## config.mk

```make
export PLATFORM = sky130hd
export DESIGN_NAME = feature_frame_loader
export DESIGN_NICKNAME = d
export VERILOG_FILES = /design/src/rtl/tree_if_pkg.sv /design/src/rtl/serial_shift_reg.sv /design/src/rtl/feature_frame_loader.sv
export SDC_FILE = /design/constraint.sdc
export NUM_CORES = 1
export LEC_CHECK = 0
export BUFFER_PORTS_ARGS = -buffer_cell sky130_fd_sc_hd__buf_4
export CORE_MARGIN = 4
export CORE_UTILIZATION = 53
export DETAILED_ROUTE_END_ITERATION = 16
export GPL_ROUTABILITY_DRIVEN = 0
export PLACE_DENSITY = 0.77
export SETUP_SLACK_MARGIN = 0.02
export SLEW_MARGIN = 20
export SYNTH_ARGS = -nofsm -noshare
export SYNTH_HDL_FRONTEND = slang
export SYNTH_SLANG_ARGS = --single-unit
```

## constraint.sdc

```tcl
create_clock -name clk -period 2.1 [get_ports clk]
set_clock_uncertainty 0.1 [all_clocks]
set_input_delay 0.105 -clock clk [delete_from_list [all_inputs] [get_ports clk]]
set_output_delay 0.105 -clock clk [all_outputs]
set_load 0.02 [all_outputs]
```

## src/rtl/tree_if_pkg.sv

```systemverilog
// Shared definitions for the printed-tree front-end and the generated tree tops.
// Latency: n/a (types and constants only).
// Backpressure: n/a.
package tree_if_pkg;

  // Frame loader FSM states
  typedef enum logic [1:0] {
    IDLE   = 2'd0,
    SHIFT  = 2'd1,
    SETTLE = 2'd2,
    HOLD   = 2'd3
  } state_t;

  // Default tree geometry, reused by the generated tree tops
  localparam int FEAT_W_DEF      = 8;
  localparam int CLASS_W_DEF     = 4;
  localparam int NUM_CLASSES_DEF = 10;

endpackage

```

## src/rtl/serial_shift_reg.sv

```systemverilog
// Shadow shift register: collects serial bits MSB first, synchronous clear.
// Latency: one cycle per shifted bit; clr wins over en.
// Backpressure: none, shifts only when en is high.
// Ports: clk, rst (sync active-high), clr (sync clear), en (shift enable),
//        d (serial in), q (parallel contents, newest bit in q[0]).
module serial_shift_reg #(
  parameter int W = 8
) (
  input  logic         clk,
  input  logic         rst,
  input  logic         clr,
  input  logic         en,
  input  logic         d,
  output logic [W-1:0] q
);

  always_ff @(posedge clk) begin
    if (rst || clr) begin
      q <= '0;
    end else if (en) begin
      q <= {q[W-2:0], d};
    end
  end

endmodule

```

## src/rtl/feature_frame_loader.sv

```systemverilog
// Bit-serial feature loader for a combinational printed tree, with settle wait and class capture.
// Latency: FEAT_W+SETTLE_CYCLES cycles from the start edge to result_valid, +1 per sdi_valid stall.
// Backpressure: result held stable with result_valid high until result_ready; no new frame until then.
// Ports: clk, rst (sync active-high); start, sdi, sdi_valid (serial feature in);
//        x16 (parallel word to the tree), class_in (tree output);
//        result, result_err, result_valid / result_ready (downstream handshake); busy.
module feature_frame_loader
  import tree_if_pkg::*;
#(
  parameter int FEAT_W        = FEAT_W_DEF,
  parameter int CLASS_W       = CLASS_W_DEF,
  parameter int NUM_CLASSES   = NUM_CLASSES_DEF,
  parameter int SETTLE_CYCLES = 4
) (
  input  logic               clk,
  input  logic               rst,
  input  logic               start,
  input  logic               sdi,
  input  logic               sdi_valid,
  output logic [FEAT_W-1:0]  x16,
  input  logic [CLASS_W-1:0] class_in,
  output logic [CLASS_W-1:0] result,
  output logic               result_err,
  output logic               result_valid,
  input  logic               result_ready,
  output logic               busy
);

  localparam int BCNT_W = $clog2(FEAT_W + 1);
  localparam int SCNT_W = (SETTLE_CYCLES > 1) ? $clog2(SETTLE_CYCLES) : 1;

  state_t              state;
  logic [BCNT_W-1:0]   bcnt;
  logic [SCNT_W-1:0]   scnt;
  logic [FEAT_W-1:0]   shadow;
  logic                sh_clr;
  logic                sh_en;
  logic                last_bit;

  // Shadow control: a start in IDLE or SHIFT clears it, and start beats sdi_valid
  // so the bit presented on a restart cycle is dropped.
  always_comb begin
    sh_clr = 1'b0;
    sh_en  = 1'b0;
    case (state)
      IDLE:  sh_clr = start;
      SHIFT: begin
        sh_clr = start;
        sh_en  = !start && sdi_valid;
      end
      default: ;
    endcase
  end

  serial_shift_reg #(
    .W (FEAT_W)
  ) u_shadow (
    .clk (clk),
    .rst (rst),
    .clr (sh_clr),
    .en  (sh_en),
    .d   (sdi),
    .q   (shadow)
  );

  assign last_bit = (bcnt == BCNT_W'(FEAT_W - 1));
  assign busy     = (state != IDLE);

  always_ff @(posedge clk) begin
    if (rst) begin
      state        <= IDLE;
      bcnt         <= '0;
      scnt         <= '0;
      x16          <= '0;
      result       <= '0;
      result_err   <= 1'b0;
      result_valid <= 1'b0;
    end else begin
      case (state)
        IDLE: begin
          if (start) begin
            state <= SHIFT;
            bcnt  <= '0;
          end
        end
        SHIFT: begin
          if (start) begin
            bcnt <= '0;
          end else if (sdi_valid) begin
            if (last_bit) begin
              // The shadow does not yet hold this bit, so splice it in;
              // the oldest shadow bit falls off the top.
              x16   <= FEAT_W'({shadow, sdi});
              scnt  <= SCNT_W'(SETTLE_CYCLES - 1);
              bcnt  <= '0;
              state <= SETTLE;
            end else begin
              bcnt <= bcnt + BCNT_W'(1);
            end
          end
        end
        SETTLE: begin
          if (scnt != '0) begin
            scnt <= scnt - SCNT_W'(1);
          end else begin
            result       <= class_in;
            result_err   <= (int'(class_in) >= NUM_CLASSES);
            result_valid <= 1'b1;
            state        <= HOLD;
          end
        end
        HOLD: begin
          if (result_ready) begin
            result_valid <= 1'b0;
            state        <= IDLE;
          end
        end
        default: state <= IDLE;
      endcase
    end
  end

endmodule

```

* Word level (Yosys, flattened, before mapping)
Index checks and enable logic that the tools add are counted.
Word-level totals: logic and storage cells 63, input bits 10, bits in registers 29
Cells by class: add/sub/neg operators 2, bitwise operators 2, order comparisons 1, multiplexer cells 22, reductions and logical operators 16, eq/ne operators 12
Operators by type and width (number):
- $mux 2 | 10
- $mux 4 | 4
- $ne 2x2->1 const B | 7
- $reduce_bool 2->1 | 5
- $pmux 2 s4 | 1
- $pmux 4 s2 | 1
- $reduce_and 3->1 | 2
- $reduce_and 6->1 | 1
- $reduce_and 5->1 | 1
- $add 4x1->4 const B | 1
- $eq 2x2->1 const B | 2
- $eq 4x3->1 const B | 1
- $ge 4x4->1 const B | 1
- $mux 1 | 4
- $pmux 2 s2 | 1
- $reduce_and 4->1 | 1
- $ne 3x3->1 const B | 1
- $eq 2x1->1 const B | 1
- $logic_not 2->1 | 1
- $not 1->1 | 2
- $pmux 1 s2 | 1
- $reduce_and 2->1 | 1
- $reduce_or 2->1 | 1
- $sub 2x1->2 const B | 1
- other kinds (3) | 3

* Depth between registers and ports, before layout
word-level depth 5, depth in mapped cells 7, mapped depth without buffers 6

* Modules after synthesis
From an unflattened synthesis, not the netlist that was laid out.
Unflattened totals: cell total of the unflattened synthesis 149, area, all modules 1398.8 um^2
Modules (own cells, without submodules):
- feature_frame_loader | sequential area each 440.4 um^2, times used 1, cells an instance 122, area each 1103.6 um^2
- serial_shift_reg | sequential area each 160.2 um^2, times used 1, cells an instance 27, area each 295.3 um^2

* Worst setup path after synthesis
OpenSTA, ideal clock, no wires.
kind flip-flop to flip-flop, start point reg state[0], end point reg bcnt[3], slack 0.355 ns, data required time 1.929 ns, cell stages (with the launch flop) 7, setup time 0.071 ns, period minus slack after synthesis 1.745 ns, arrival 1.575 ns, path through dfxtp_1 -> inv_1 -> ha_1 -> nor2b_2 -> o22ai_2 -> or4_1 -> a21oi_1
On the way: word-level cells in the longest chain between the ends 3, elaborated cells between the ends (all ways) 7, classes of those cells eq/ne: 3; mux: 1; reduce/logical: 3
RTL lines:
- start, declared | RTL line feature_frame_loader.sv:32 | state_t state;
- start signal, assigned | RTL line feature_frame_loader.sv:71 | state <= IDLE;
- start signal, assigned | RTL line feature_frame_loader.sv:82 | state <= SHIFT;
- start signal, assigned | RTL line feature_frame_loader.sv:96 | state <= SETTLE;
- $eq 2x1->1 or $logic_not 2->1 (tied branches) | RTL line feature_frame_loader.sv:79 | case (state)
- $ne 3x3->1 (no line), or another cell as far along
- $reduce_and 3->1 (no line)
- end signal, assigned | RTL line feature_frame_loader.sv:98 | bcnt <= bcnt + BCNT_W'(1);
- end, declared | RTL line feature_frame_loader.sv:33 | logic [BCNT_W-1:0] bcnt;
Several ways; a longest one is shown, not always the timed one. A chain may end at the register's enable or synchronous reset.

* Worst setup path in the final report
Same ends and word-level chain as after synthesis.

==> metrics <==
status completed; RSZ-0062 raised after global routing no; Post-Syn Instances 143; area grow syn2layout 23.0%; Max transition margin 0.694; Comb pwr share 0.393; endpoint class of the critical path flop; vias in the first global route 1111; post-synth cell types 33; top_reg_cell synth dfxtp_1; Mapped Area 1330 µm²; LEAKAGE 0.726 nW; Worst-Margin Slew 460 ps; crit path max fanout 7; PD cells 974 nW/µm²; ys async rst share 0; clk slew on worst S/H paths 90 ps; 1st-pass router iterations 4; GRT overflow 0; P_sw 588 µW; die height 58 µm; Avg Inst Size Synth 9.27 µm²; hold_buf cts 5; worst setup margin 164 ps; CP startpoint kind flop; # diodes 0; io pins 25; overall routing resource usage 0.177; Root Buffer clkbuf_4; number of synthesized flops with an enable pin 0; final worst path period need 1940 ps; Worst R2R Path Depth 6; Die ar. 3360 µm²; vias per inst 5.51; Hold WC Path Type primary input to flop; hpwl dp 1960 µm; DRT Wirelength 2770 µm; most common cell after layout, fill and taps aside dfxtp_1; setup bufs post-CTS 0; Hold Path Depth 2; utilization after layout 0.710; clk sinks 29; first-pass GRT wire length 4640 µm; Sequential Power Share 0.411; FP Rows 17; Max Cap Viol 0; fraction of layout cells with a size suffix above 1 0.203; Pint 1.00 mW; total CTS buffers 5; period utilization 0.922; Final Setup Violations 0; CP peak stage delay 530 ps; clk buf depth 2; setup TNS 0 ps; Die Width 58 µm; routed via count 1129; Mapped Nets 161; pin count of the biggest net entering global routing 25; register area share after synthesis 0.438; Fin. Hold Viols 0; Critical Path AT 2080 ps; nets 194; worst vdd rail ir drop 745 µV; post-CTS sizing 0; clock share of power 0.195; PortBufs 24; Avg WL per Cell 13.5 µm; Tot Pwr 1.59 mW; crit-path cells inv_1 -> ha_1 -> nor2b_2 -> o22ai_2 -> or4_1 -> a21oi_1; number of remaining DRC errors 0; sw frac 0.370; most frequent cells in the layout 29 x dfxtp_1, 25 x buf_4, 20 x nor2_1; fmax 517 MHz; placed cell area 1530 µm²; htree depth 2; initial antenna violation count 0; flops & latches, synth 29; ANT nets after route 0; Setup Crit Path Kind flop to flop; initial cell density of the core 0.577; CTS tree built; slowest library cell on the worst path or4_1; core area 2300 µm²; Design Area, Final 1630 µm²; Skew-Pair Late Insertion Delay 310 ps; Synth warnings 0; Worst EP required 2240 ps; initial detailed-routing violation count 13; worst slack, placed 194 ps; max-slew violation count 0
==> state kept, by name, summed over array words and instances (netlist names) <==
| signal | flops |
|---|---|
| scnt | 2 |
| x16 | 8 |
| bcnt | 4 |
| u_shadow.q | 7 |
| result_valid | 1 |
| result_err | 1 |
| result | 4 |
| state | 2 |
==> logic make-up (layout without fill, tap and decap cells) <==
| kind of cell | count (synthesis) | in the layout | share of synthesized area |
|---|---|---|---|
| and+or+nand+nor | 51 | 51 | 0.212 |
| DFF | 29 | 29 | 0.438 |
| AOI/OAI and AO/OA | 26 | 26 | 0.121 |
| muxes | 15 | 15 | 0.113 |
| buffers and inverters | 14 | 48 | 0.0406 |
| adders and majority gates | 8 | 8 | 0.0755 |
==> per-stage QoR <==
stage / std cells / hold slack, ps
finish: 205 / 40.6
global route: 205 / 40.9
CTS: 205 / 34.1
detailed placement: 192 / 266
global placement: 192 / 254
floorplan: 143 / 83.6
==> worst paths after layout <==
check	start	end	slack, ps
max	state[0]	bcnt[3]	160
min	rst	x16[7]	40
max reg2reg	state[0]	bcnt[3]	160
min reg2reg	result[1]	result[1]	370
==> final cells by class <==
cell class / count / area (µm²)
Tap cell: 28 / 35.0
Timing Repair Buffer: 30 / 238
Fill cell: 181 / 667
Multi-Input combinational cell: 100 / 691
Clock buffer: 8 / 48.8
Inverter: 10 / 37.5
Sequential cell: 29 / 581
==> per-layer routing <==
layer / part of all wire / up-vias / global-route usage
met3: 0.052 / 6 / 0.0512
met5: 0 / - / 0
met2: 0.50 / 30 / 0.308
met1: 0.44 / 530 / 0.210
li1: - / 563 / -
met4: 0.0098 / 0 / 0.0497
==> synthesized netlist by cell type (2+ instances only) <==
| library cell | instances | area share |
|---|---|---|
| nand2b_1 | 2 | 0.0094 |
| nor3_1 | 2 | 0.0076 |
| ha_1 | 8 | 0.076 |
| and2_1 | 2 | 0.0094 |
| nand3_1 | 5 | 0.019 |
| or4_1 | 2 | 0.011 |
| o21ai_0 | 5 | 0.019 |
| and4_1 | 2 | 0.013 |
| clkbuf_1 | 3 | 0.0085 |
| mux2i_1 | 15 | 0.11 |
| nor2_1 | 20 | 0.057 |
| inv_1 | 10 | 0.028 |
| nand2_1 | 6 | 0.017 |
| dfxtp_1 | 29 | 0.44 |
| a21oi_1 | 14 | 0.053 |
==> worst max-delay path, delay by kind of cell, from the launching register on <==
family,cells,cell delay (ps)
buffers and inverters,1,110
AND/OR/NAND/NOR,2,670
AO/OA/AOI/OAI,2,290
flip-flops,1,410
adder cells (fa/ha/maj),1,290
==> power groups by stage <==
| stage | combinational [mW] | sequential [mW] | clock (mW) |
|---|---|---|---|
| final | 0.625 | 0.653 | 0.310 |
| after CTS | 0.627 | 0.653 | 0.314 |
| after global placement | 0.589 | 0.660 | 0 |
| after global routing | 0.700 | 0.662 | 0.340 |
| after detailed placement | 0.617 | 0.666 | 0 |
| after floorplan | 0.416 | 0.687 | 0 |
(Power assumes the default switching activity.)
